### config.mk
export PLATFORM = sky130hd
export DESIGN_NAME = conv2d_sched
export DESIGN_NICKNAME = d
export VERILOG_FILES = /design/src/rtl/conv2d_sched.sv
export SDC_FILE = /design/constraint.sdc
export NUM_CORES = 1
export LEC_CHECK = 0
export BUFFER_PORTS_ARGS = -buffer_cell sky130_fd_sc_hd__buf_2
export CORE_MARGIN = 8
export CORE_UTILIZATION = 52
export CTS_BUF_LIST = sky130_fd_sc_hd__clkbuf_8
export CTS_CLUSTER_DIAMETER = 150
export CTS_CLUSTER_SIZE = 20
export DETAILED_ROUTE_END_ITERATION = 10
export HOLD_SLACK_MARGIN = 0.02
export PLACE_DENSITY = 0.83
export SLEW_MARGIN = 20
export SYNTH_ARGS = -nofsm -noshare
export SYNTH_HDL_FRONTEND = slang
export SYNTH_SLANG_ARGS = --single-unit
### constraint.sdc
create_clock -name clk_i -period 3.6 [get_ports clk_i]
set_clock_uncertainty 0.05 [all_clocks]
set_input_delay 0.18 -clock clk_i [delete_from_list [all_inputs] [get_ports clk_i]]
set_output_delay 0.18 -clock clk_i [all_outputs]
set_load 0.05 [all_outputs]
### src/rtl/conv2d_sched.sv
// conv2d_sched: round-robin job scheduler for one shared conv2d engine.
// Grants one requester, launches the engine, relocates engine-local addresses
// into the shared memory map while the job runs, and reports done or timeout.
module conv2d_sched #(
    parameter int unsigned NREQ    = 2,
    parameter int unsigned AW      = 16,
    parameter int unsigned TIMEOUT = 2048
) (
    input  logic                       clk_i,
    input  logic                       rstn_i,
    input  logic [NREQ-1:0]            req_valid_i,
    output logic [NREQ-1:0]            req_ready_o,
    input  logic [NREQ*AW-1:0]         req_wbase_i,
    input  logic [NREQ*AW-1:0]         req_fbase_i,
    input  logic [NREQ*AW-1:0]         req_obase_i,
    output logic                       eng_start_o,
    output logic                       eng_abort_o,
    input  logic                       eng_done_i,
    input  logic [AW-1:0]              eng_raddr_i,
    input  logic                       eng_is_weight_i,
    input  logic [AW-1:0]              eng_waddr_i,
    input  logic                       eng_wen_i,
    output logic [AW-1:0]              mem_raddr_o,
    output logic [AW-1:0]              mem_waddr_o,
    output logic                       mem_wen_o,
    output logic                       resp_valid_o,
    output logic [$clog2(NREQ)-1:0]    resp_id_o,
    output logic                       resp_err_o,
    output logic                       busy_o
);

    localparam int unsigned IDW = $clog2(NREQ);
    localparam int unsigned WDW = $clog2(TIMEOUT + 1);

    typedef enum logic [1:0] {
        S_IDLE   = 2'd0,
        S_LAUNCH = 2'd1,
        S_RUN    = 2'd2,
        S_RESP   = 2'd3
    } state_e;

    state_e          state_q, state_d;
    logic [IDW-1:0]  rr_q, rr_d;
    logic [IDW-1:0]  id_q, id_d;
    logic            err_q, err_d;
    logic [WDW-1:0]  wdog_q, wdog_d;
    logic [AW-1:0]   wbase_q, wbase_d;
    logic [AW-1:0]   fbase_q, fbase_d;
    logic [AW-1:0]   obase_q, obase_d;

    logic [AW-1:0]   wb_a [NREQ];
    logic [AW-1:0]   fb_a [NREQ];
    logic [AW-1:0]   ob_a [NREQ];

    logic            grant_vld_c;
    logic [IDW-1:0]  grant_id_c;
    logic [IDW-1:0]  cand_c;

    logic [NREQ-1:0] ready_c;
    logic            start_c;
    logic            abort_c;
    logic            resp_c;
    logic [AW-1:0]   raddr_c;
    logic [AW-1:0]   waddr_c;
    logic            wen_c;

    // Split the flat descriptor buses into per-requester views.
    for (genvar g = 0; g < int'(NREQ); g++) begin : g_desc
        assign wb_a[g] = req_wbase_i[g*AW +: AW];
        assign fb_a[g] = req_fbase_i[g*AW +: AW];
        assign ob_a[g] = req_obase_i[g*AW +: AW];
    end

    // Round-robin pick: first valid index at or after rr_q, wrapping.
    always_comb begin
        grant_vld_c = 1'b0;
        grant_id_c  = '0;
        cand_c      = '0;
        for (int i = int'(NREQ) - 1; i >= 0; i--) begin
            if (int'(rr_q) + i >= int'(NREQ)) begin
                cand_c = IDW'(int'(rr_q) + i - int'(NREQ));
            end else begin
                cand_c = IDW'(int'(rr_q) + i);
            end
            if (req_valid_i[cand_c]) begin
                grant_vld_c = 1'b1;
                grant_id_c  = cand_c;
            end
        end
    end

    // State and job context registers.
    always_ff @(posedge clk_i) begin
        if (!rstn_i) begin
            state_q <= S_IDLE;
            rr_q    <= '0;
            id_q    <= '0;
            err_q   <= 1'b0;
            wdog_q  <= '0;
            wbase_q <= '0;
            fbase_q <= '0;
            obase_q <= '0;
        end else begin
            state_q <= state_d;
            rr_q    <= rr_d;
            id_q    <= id_d;
            err_q   <= err_d;
            wdog_q  <= wdog_d;
            wbase_q <= wbase_d;
            fbase_q <= fbase_d;
            obase_q <= obase_d;
        end
    end

    // Next-state and control decode for the job lifecycle.
    always_comb begin
        state_d = state_q;
        rr_d    = rr_q;
        id_d    = id_q;
        err_d   = err_q;
        wdog_d  = wdog_q;
        wbase_d = wbase_q;
        fbase_d = fbase_q;
        obase_d = obase_q;
        ready_c = '0;
        start_c = 1'b0;
        abort_c = 1'b0;
        resp_c  = 1'b0;

        unique case (state_q)
            S_IDLE: begin
                if (grant_vld_c) begin
                    ready_c[grant_id_c] = 1'b1;
                    id_d    = grant_id_c;
                    wbase_d = wb_a[grant_id_c];
                    fbase_d = fb_a[grant_id_c];
                    obase_d = ob_a[grant_id_c];
                    state_d = S_LAUNCH;
                end
            end
            S_LAUNCH: begin
                start_c = 1'b1;
                wdog_d  = '0;
                state_d = S_RUN;
            end
            S_RUN: begin
                wdog_d = wdog_q + WDW'(1);
                // Done takes priority over a coincident timeout.
                if (eng_done_i) begin
                    err_d   = 1'b0;
                    state_d = S_RESP;
                end else if (wdog_q == WDW'(TIMEOUT - 1)) begin
                    abort_c = 1'b1;
                    err_d   = 1'b1;
                    state_d = S_RESP;
                end
            end
            S_RESP: begin
                resp_c  = 1'b1;
                rr_d    = (id_q == IDW'(NREQ - 1)) ? '0 : id_q + IDW'(1);
                state_d = S_IDLE;
            end
            default: begin
                state_d = S_IDLE;
            end
        endcase
    end

    // Address relocation into the shared map, active only while running.
    always_comb begin
        raddr_c = '0;
        waddr_c = '0;
        wen_c   = 1'b0;
        if (state_q == S_RUN) begin
            raddr_c = eng_raddr_i + (eng_is_weight_i ? wbase_q : fbase_q);
            waddr_c = eng_waddr_i + obase_q;
            wen_c   = eng_wen_i;
        end
    end

    // Outputs forced low while reset is asserted so an interrupted job is silent.
    always_comb begin
        req_ready_o  = ready_c & {NREQ{rstn_i}};
        eng_start_o  = start_c & rstn_i;
        eng_abort_o  = abort_c & rstn_i;
        resp_valid_o = resp_c & rstn_i;
        resp_id_o    = (resp_c & rstn_i) ? id_q : '0;
        resp_err_o   = resp_c & rstn_i & err_q;
        mem_raddr_o  = raddr_c & {AW{rstn_i}};
        mem_waddr_o  = waddr_c & {AW{rstn_i}};
        mem_wen_o    = wen_c & rstn_i;
        busy_o       = (state_q != S_IDLE) & rstn_i;
    end

endmodule

==> reports/summary.txt, run 1 <==
Worst Hold Endpoint - fbase_q[0]$_SDFFE_PN0P_
Starting DRT DRC Count - 452
Clock Tree Buf Depth - 2
top cell type's share of synthesized area - 27.1%
buffers and inverters on the worst path - 1
area leader, netlist - dfxtp_1
post-cts repair resize count - 0
Synth Instances - 562
critical path type - register to output pin
Mapped Nets - 734
Net Sw Frac - 44.9%
maximum clock rate - 0.311 GHz
crit-path max FO - 4
sum of negative setup slack - 0 ps
Die Y - 112 um
period utilization - 89.4%
relative slew slack - 29.2%
reg-to-reg endpoint - obase_q[7]$_SDFFE_PN0P_
largest net degree at the start of global routing - 46
share of cells above drive strength 1 - 30.6%
Post-CTS Setup Bufs - 0
# clock sinks - 65
worst hold stages - 3
sequential share of power - 27.5%
logic gate share of total power - 54.8%
RSZ-0062 raised after global routing - false
reg2reg start - state_q[0]$_SDFFE_PN0P_
H-Tree Depth - 3
critical path arrival - 2990 ps
Unique masters post-synth - 62
Ports - 176
DR pass1 iterations - 8
post-route setup slack - 380 ps
Avg Cell Area, Syn - 8.55 sq um
worst path required time - 3370 ps
fin. max-slew vios - 0
fin crit period - 3220 ps
crit-path cells - mux2_2, ha_1, fa_1, a21o_2, a221oi_4, o21bai_2, a31oi_1, mux2i_1, buf_2
endpoints failing setup - 0
Int Pwr - 0.00201 W
HP Class - input port to register
Leak - 3.20 nW
CTS Buf Count - 9
root buf cell - clkbuf_8
wire length per cell - 18.2 um
family with the most delay on the worst path - compound AO/OA/AOI/OAI gates
cts-stage hold buffer count - 26
CP endpoint kind - output pin
sequential area share after synthesis - 27.1%
first-pass GRT wire length - 25.5 mm
Total Power - 0.00365 W
HP Start - req_fbase_i[0]
count leader, synth - dfxtp_1
antenna violations before repair - 1
Placement Setup Slack - 614 ps
CTS tree - yes
DP Wirelength - 12.0 mm
drt via density - 5.91
#FFs+latches synth - 65
Routed WL - 15.8 mm
port bufs - 175
clock network power share - 17.7%
Commonest cells post-synth - 65 x dfxtp_1, 59 x nand2_1, 35 x ha_1
number of synthesized flops with an enable pin - 0
row count - 35
total grt overflow - 0
synth top area cells - dfxtp_1 27%, ha_1 9.1%, mux2i_1 6.9%
GPL Wtd Cong - 0.873
# DRC - 0
nets@finish - 921
total vias in the final route - 5115
outcome - finished clean
Clock Latency Late Sink - 340 ps
Slowest cell on crit path - fa_1
Critical Path Source Type - register
Max Cap Violations - 0
Worst R2R Setup Slack - 510 ps
Cell Area, Synth - 4800 sq um
power density over the cells - 587 nW/um^2
Max VDD drop - 0.000351 V
FF-to-FF path depth - 7
gr usage total - 24.4%
NetSw - 0.00164 W
vias in the first global route - 5358
crit-path max cell delay - 410 ps
Area Growth Syn to Fin - 29.2%
Post-Place Cells - 823
clock slew at reported path FFs - 80 ps
final hold viol count - 0
Finished Layout Cells - 866
Antenna Nets Post-Route - 0
Die ar. - 12600 sq um
initial core utilization - 52.7%
FFs w/ async S/R, synth - 0%
worst hold margin - 26.1 ps
die width - 112 um
core area - 9110 sq um
Worst-Margin Slew - 1060 ps
Synth Flop Type - dfxtp_1
Synth Warn # - 0
==> kinds of logic (layout without fill, tap and decap cells) <==
kind of cell,count (synthesis),after routing,synth area share [%]
adder cells (fa/ha/maj),37,37,9.95
buffers and inverters,57,249,5.13
other,0,1,0
XOR/XNOR,20,20,3.65
multiplexers,48,48,10.4
flip-flops,65,65,27.1
AND/OR/NAND/NOR,189,189,19.6
AO/OA/AOI/OAI,146,146,24.2
==> layout by cell type, fill, tap and decap left out, types with 10 or more instances in the layout <==
cell type,Yosys,routed
mux2_2,15,15
a222oi_1,21,21
nand3_1,11,11
dfxtp_1,65,65
ha_1,35,35
a21o_1,11,11
nand4_1,13,13
o211a_1,22,22
a21oi_1,25,25
inv_1,24,24
and3_1,10,10
mux2i_1,33,33
nand2_1,59,59
nor3_1,17,16
xor2_1,12,12
o21ai_0,16,15
dlygate4sd3_1,0,26
nor2_1,33,33
buf_2,10,175
nor2b_1,15,14
and2_1,11,11
==> power groups by stage <==
stage | registers (W) | clock network (W) | logic [W]
finish | 0.00100 | 0.000645 | 0.00200
global route | 0.00102 | 0.000686 | 0.00218
CTS | 0.000997 | 0.000654 | 0.00198
detailed placement | 0.00101 | 0 | 0.00191
global placement | 0.00101 | 0 | 0.00186
floorplan | 0.000974 | 0 | 0.00148
==> how the worst max path moves through the flow <==
stage	start	end	slack [ps]	depth (start not counted)
finish	fbase_q[0]$_SDFFE_PN0P_	mem_raddr_o[14]	380	9
global route	fbase_q[0]$_SDFFE_PN0P_	mem_raddr_o[14]	230	9
CTS	fbase_q[0]$_SDFFE_PN0P_	mem_raddr_o[14]	390	9
detailed placement	eng_is_weight_i	mem_raddr_o[14]	610	10
global placement	eng_is_weight_i	mem_raddr_o[14]	640	10
floorplan	eng_is_weight_i	mem_raddr_o[14]	110	9
==> through the flow <==
step / util [%] / instance area [sq um]
4_1_cts: 68.1 / 6200
2_1_floorplan: - / 4810
3_3_place_gp: 63.0 / 5740
5_1_grt: 68.1 / 6210
6_report: 68.1 / 6210
3_5_place_dp: 63.0 / 5740
==> per-layer routing <==
layer  vias to the layer above  GRT usage, %  routed length (um)
met5                         -             0                   0
li1                       2453             -                   -
met4                         0          11.2                 349
met2                       208          43.9                8070
met3                        34          5.15                1030
met1                      2420          27.1                6310
==> flip-flops by register name (all words and copies together) (netlist names) <==
| signal | count |
|---|---|
| fbase_q | 16 |
| err_q | 1 |
| wdog_q | 12 |
| obase_q | 16 |
| id_q | 1 |
| rr_q | 1 |
| state_q | 2 |
| wbase_q | 16 |
==> worst reg2reg max path: stages (launching register included) <==
cell and delay [ps]:
dfxtp_1 370, inv_1 90, ha_1 210, o21ai_1 560
and2_1 870, a222oi_1 210, dlygate4sd3_1 650, inv_1 50
==> cell type report <==
class,count,area (sq um)
Multi-Input combinational cell,440,3280
Fill cell,753,2900
Sequential cell,65,1300
Timing Repair Buffer,209,1200
Tap cell,111,139
Clock buffer,9,124
Inverter,24,90.1
Clock inverter,7,77.6
Antenna cell,1,2.50
Power figures use the tool's default switching activity.
==> inputs of run 2 (changes only) <==
Settings changed: BUFFER_PORTS_ARGS -buffer_cell sky130_fd_sc_hd__buf_2 to -buffer_cell sky130_fd_sc_hd__buf_4.
==> reports/summary.txt, run 2 (synthesized netlist as in run 1, its figures left out) <==
post-cts repair resize count - 0 (unchanged)
Finished Layout Cells - 865 (was 866)
endpoints failing setup - 0 (unchanged)
power density over the cells - 588 nW/um^2 (was 587 nW/um^2)
n_diodes - 0 (was 1)
port bufs - 175 (unchanged)
critical path type - register to register (was register to output pin)
nets@finish - 921 (unchanged)
placed instance area - 6170 sq um (was 5740 sq um)
vias in the first global route - 5224 (was 5358)
cts-stage hold buffer count - 28 (was 26)
Post-CTS Setup Bufs - 0 (unchanged)
CTS tree - yes (unchanged)
Worst-Margin Slew - 952 ps (was 1060 ps)
Post-Place Cells - 821 (was 823)
initial core utilization - 52.7% (unchanged)
Worst Hold Endpoint - fbase_q[5]$_SDFFE_PN0P_ (was fbase_q[0]$_SDFFE_PN0P_)
CP endpoint kind - register (was output pin)
# clock sinks - 65 (unchanged)
Area Growth Syn to Fin - 39.9% (was 29.2%)
share of cells above drive strength 1 - 30.4% (was 30.6%)
logic gate share of total power - 52.9% (was 54.8%)
period utilization - 89.4% (about the same)
Multi-input gate area - 3280 sq um (unchanged)
Clock Latency Late Sink - 340 ps (about the same)
Worst R2R Setup Slack - 380 ps (was 510 ps)
Leak - 3.35 nW (was 3.20 nW)
crit-path max FO - 11 (was 4)
Die ar. - 12600 sq um (unchanged)
antenna violations before repair - 0 (was 1)
flip-flop and latch area - 1300 sq um (unchanged)
sequential share of power - 25.2% (was 27.5%)
CTS Buf Count - 9 (unchanged)
reg2reg start - state_q[0]$_SDFFE_PN0P_ (unchanged)
worst path required time - 3850 ps (was 3370 ps)
DR pass1 iterations - 8 (unchanged)
RSZ-0062 raised after global routing - false (unchanged)
FF-to-FF path depth - 8 (was 7)
Max Cap Violations - 0 (unchanged)
die width - 112 um (unchanged)
sum of negative setup slack - 0 ps (unchanged)
GPL Wtd Cong - 0.866 (was 0.873)
clock slew at reported path FFs - 80 ps (about the same)
root buf cell - clkbuf_8 (unchanged)
H-Tree Depth - 3 (unchanged)
Starting DRT DRC Count - 320 (was 452)
fin. max-slew vios - 0 (unchanged)
Max VDD drop - 0.000341 V (was 0.000351 V)
final hold viol count - 0 (unchanged)
drt via density - 5.92 (was 5.91)
Die Y - 112 um (unchanged)
worst hold stages - 3 (unchanged)
biggest regs - fbase_q x16, obase_q x16, wbase_q x16 (unchanged)
Clock Tree Buf Depth - 2 (unchanged)
row count - 35 (unchanged)
Net Sw Frac - 41.1% (was 44.9%)
Routed WL - 16.0 mm (was 15.8 mm)
critical path arrival - 3470 ps (was 2990 ps)
final instance area - 6720 sq um (was 6210 sq um)
relative slew slack - 36.4% (was 29.2%)
total vias in the final route - 5123 (was 5115)
Antenna Nets Post-Route - 0 (unchanged)
HP Class - input port to register (unchanged)
filler instances - 710 (was 753)
DP Wirelength - 12.1 mm (was 12.0 mm)
first-pass GRT wire length - 25.7 mm (was 25.5 mm)
wire length per cell - 18.5 um (was 18.2 um)
gr usage total - 24.9% (was 24.4%)
# DRC - 0 (unchanged)
outcome - finished clean (unchanged)
reg-to-reg endpoint - obase_q[2]$_SDFFE_PN0P_ (was obase_q[7]$_SDFFE_PN0P_)
largest net degree at the start of global routing - 53 (was 46)
NetSw - 0.00162 W (was 0.00164 W)
most common cell after layout, fill and taps aside - buf_4 (was buf_2)
Critical Path Source Type - register (unchanged)
Int Pwr - 0.00233 W (was 0.00201 W)
core area - 9110 sq um (unchanged)
Ports - 176 (unchanged)
commonest cells after routing, fill and taps aside - 181 x buf_4, 65 x dfxtp_1, 59 x nand2_1, 35 x ha_1 (was 175 x buf_2, 65 x dfxtp_1, 59 x nand2_1, 35 x ha_1)
maximum clock rate - 0.311 GHz (about the same)
HP Start - req_fbase_i[21] (was req_fbase_i[0])
clock network power share - 21.9% (was 17.7%)
fin crit period - 3220 ps (about the same)
total grt overflow - 0 (unchanged)
## run 2: cell types whose count changed in the layout (fill, tap and decap cells not counted), sizes merged
cell	previous run	this run
diode	1	0
clkinv	3	1
dlygate4sd3	26	28
inv	26	24
clkinvlp	1	0
clkbuf	9	11
buf	183	181
bufinv	1	4
## run 2: worst max-delay path, stage by stage, from the launching register on
cell	delay [ps]
dfxtp_1	340
inv_1	100
ha_1	420
o21ai_1	300
nor3b_2	800
buf_4	320
a222oi_1	130
dlygate4sd3_1	650
inv_1	50
## run 2: worst max path at each step
stage / slack [ps] / from / to / cells past startpoint
after detailed placement: 630 / eng_is_weight_i / mem_raddr_o[14] / 10
after global routing: 230 / state_q[1]$_SDFFE_PN0P_ / obase_q[5]$_SDFFE_PN0P_ / 8
final: 380 / state_q[0]$_SDFFE_PN0P_ / obase_q[2]$_SDFFE_PN0P_ / 8
after CTS: 450 / wbase_q[0]$_SDFFE_PN0P_ / mem_raddr_o[14] / 9
after global placement: 640 / eng_is_weight_i / mem_raddr_o[14] / 10
after floorplan: 110 / eng_is_weight_i / mem_raddr_o[14] / 9
## run 2: area by class of cell
cell class / count / share of cell area [%]
Tap cell: 111 / 2.07
Clock buffer: 11 / 2.25
Multi-Input combinational cell: 440 / 48.7
Inverter: 24 / 1.34
Sequential cell: 65 / 19.4
Clock inverter: 5 / 1.86
Timing Repair Buffer: 209 / 24.4
## run 2: routing by layer
| layer | vias to the layer above | wire length, um | global-route usage, % |
|---|---|---|---|
| li1 | 2459 | - | - |
| met1 | 2394 | 6350 | 28.0 |
| met2 | 237 | 8220 | 44.8 |
| met3 | 33 | 1090 | 5.10 |
| met4 | 0 | 352 | 10.5 |
| met5 | - | 0 | 0 |
## run 2: power by group through the flow
stage	registers [W]	logic (W)	clock network [W]
2_1_floorplan	0.000974	0.00148	0
3_3_place_gp	0.00100	0.00193	0
3_5_place_dp	0.00101	0.00198	0
4_1_cts	0.000995	0.00207	0.000872
5_1_grt	0.00101	0.00228	0.000899
6_report	0.000997	0.00209	0.000865
## run 2: through the flow
stage               total power, W  util (%)  hold WS, ps  worst slack [ps]
CTS                        0.00394      73.8         21.3               454
detailed placement         0.00300      67.7          359               634
finish                     0.00395      73.8         22.3               382
floorplan                  0.00246         -          266               108
global route               0.00419      73.8         34.7               229
global placement           0.00293      67.7          353               643
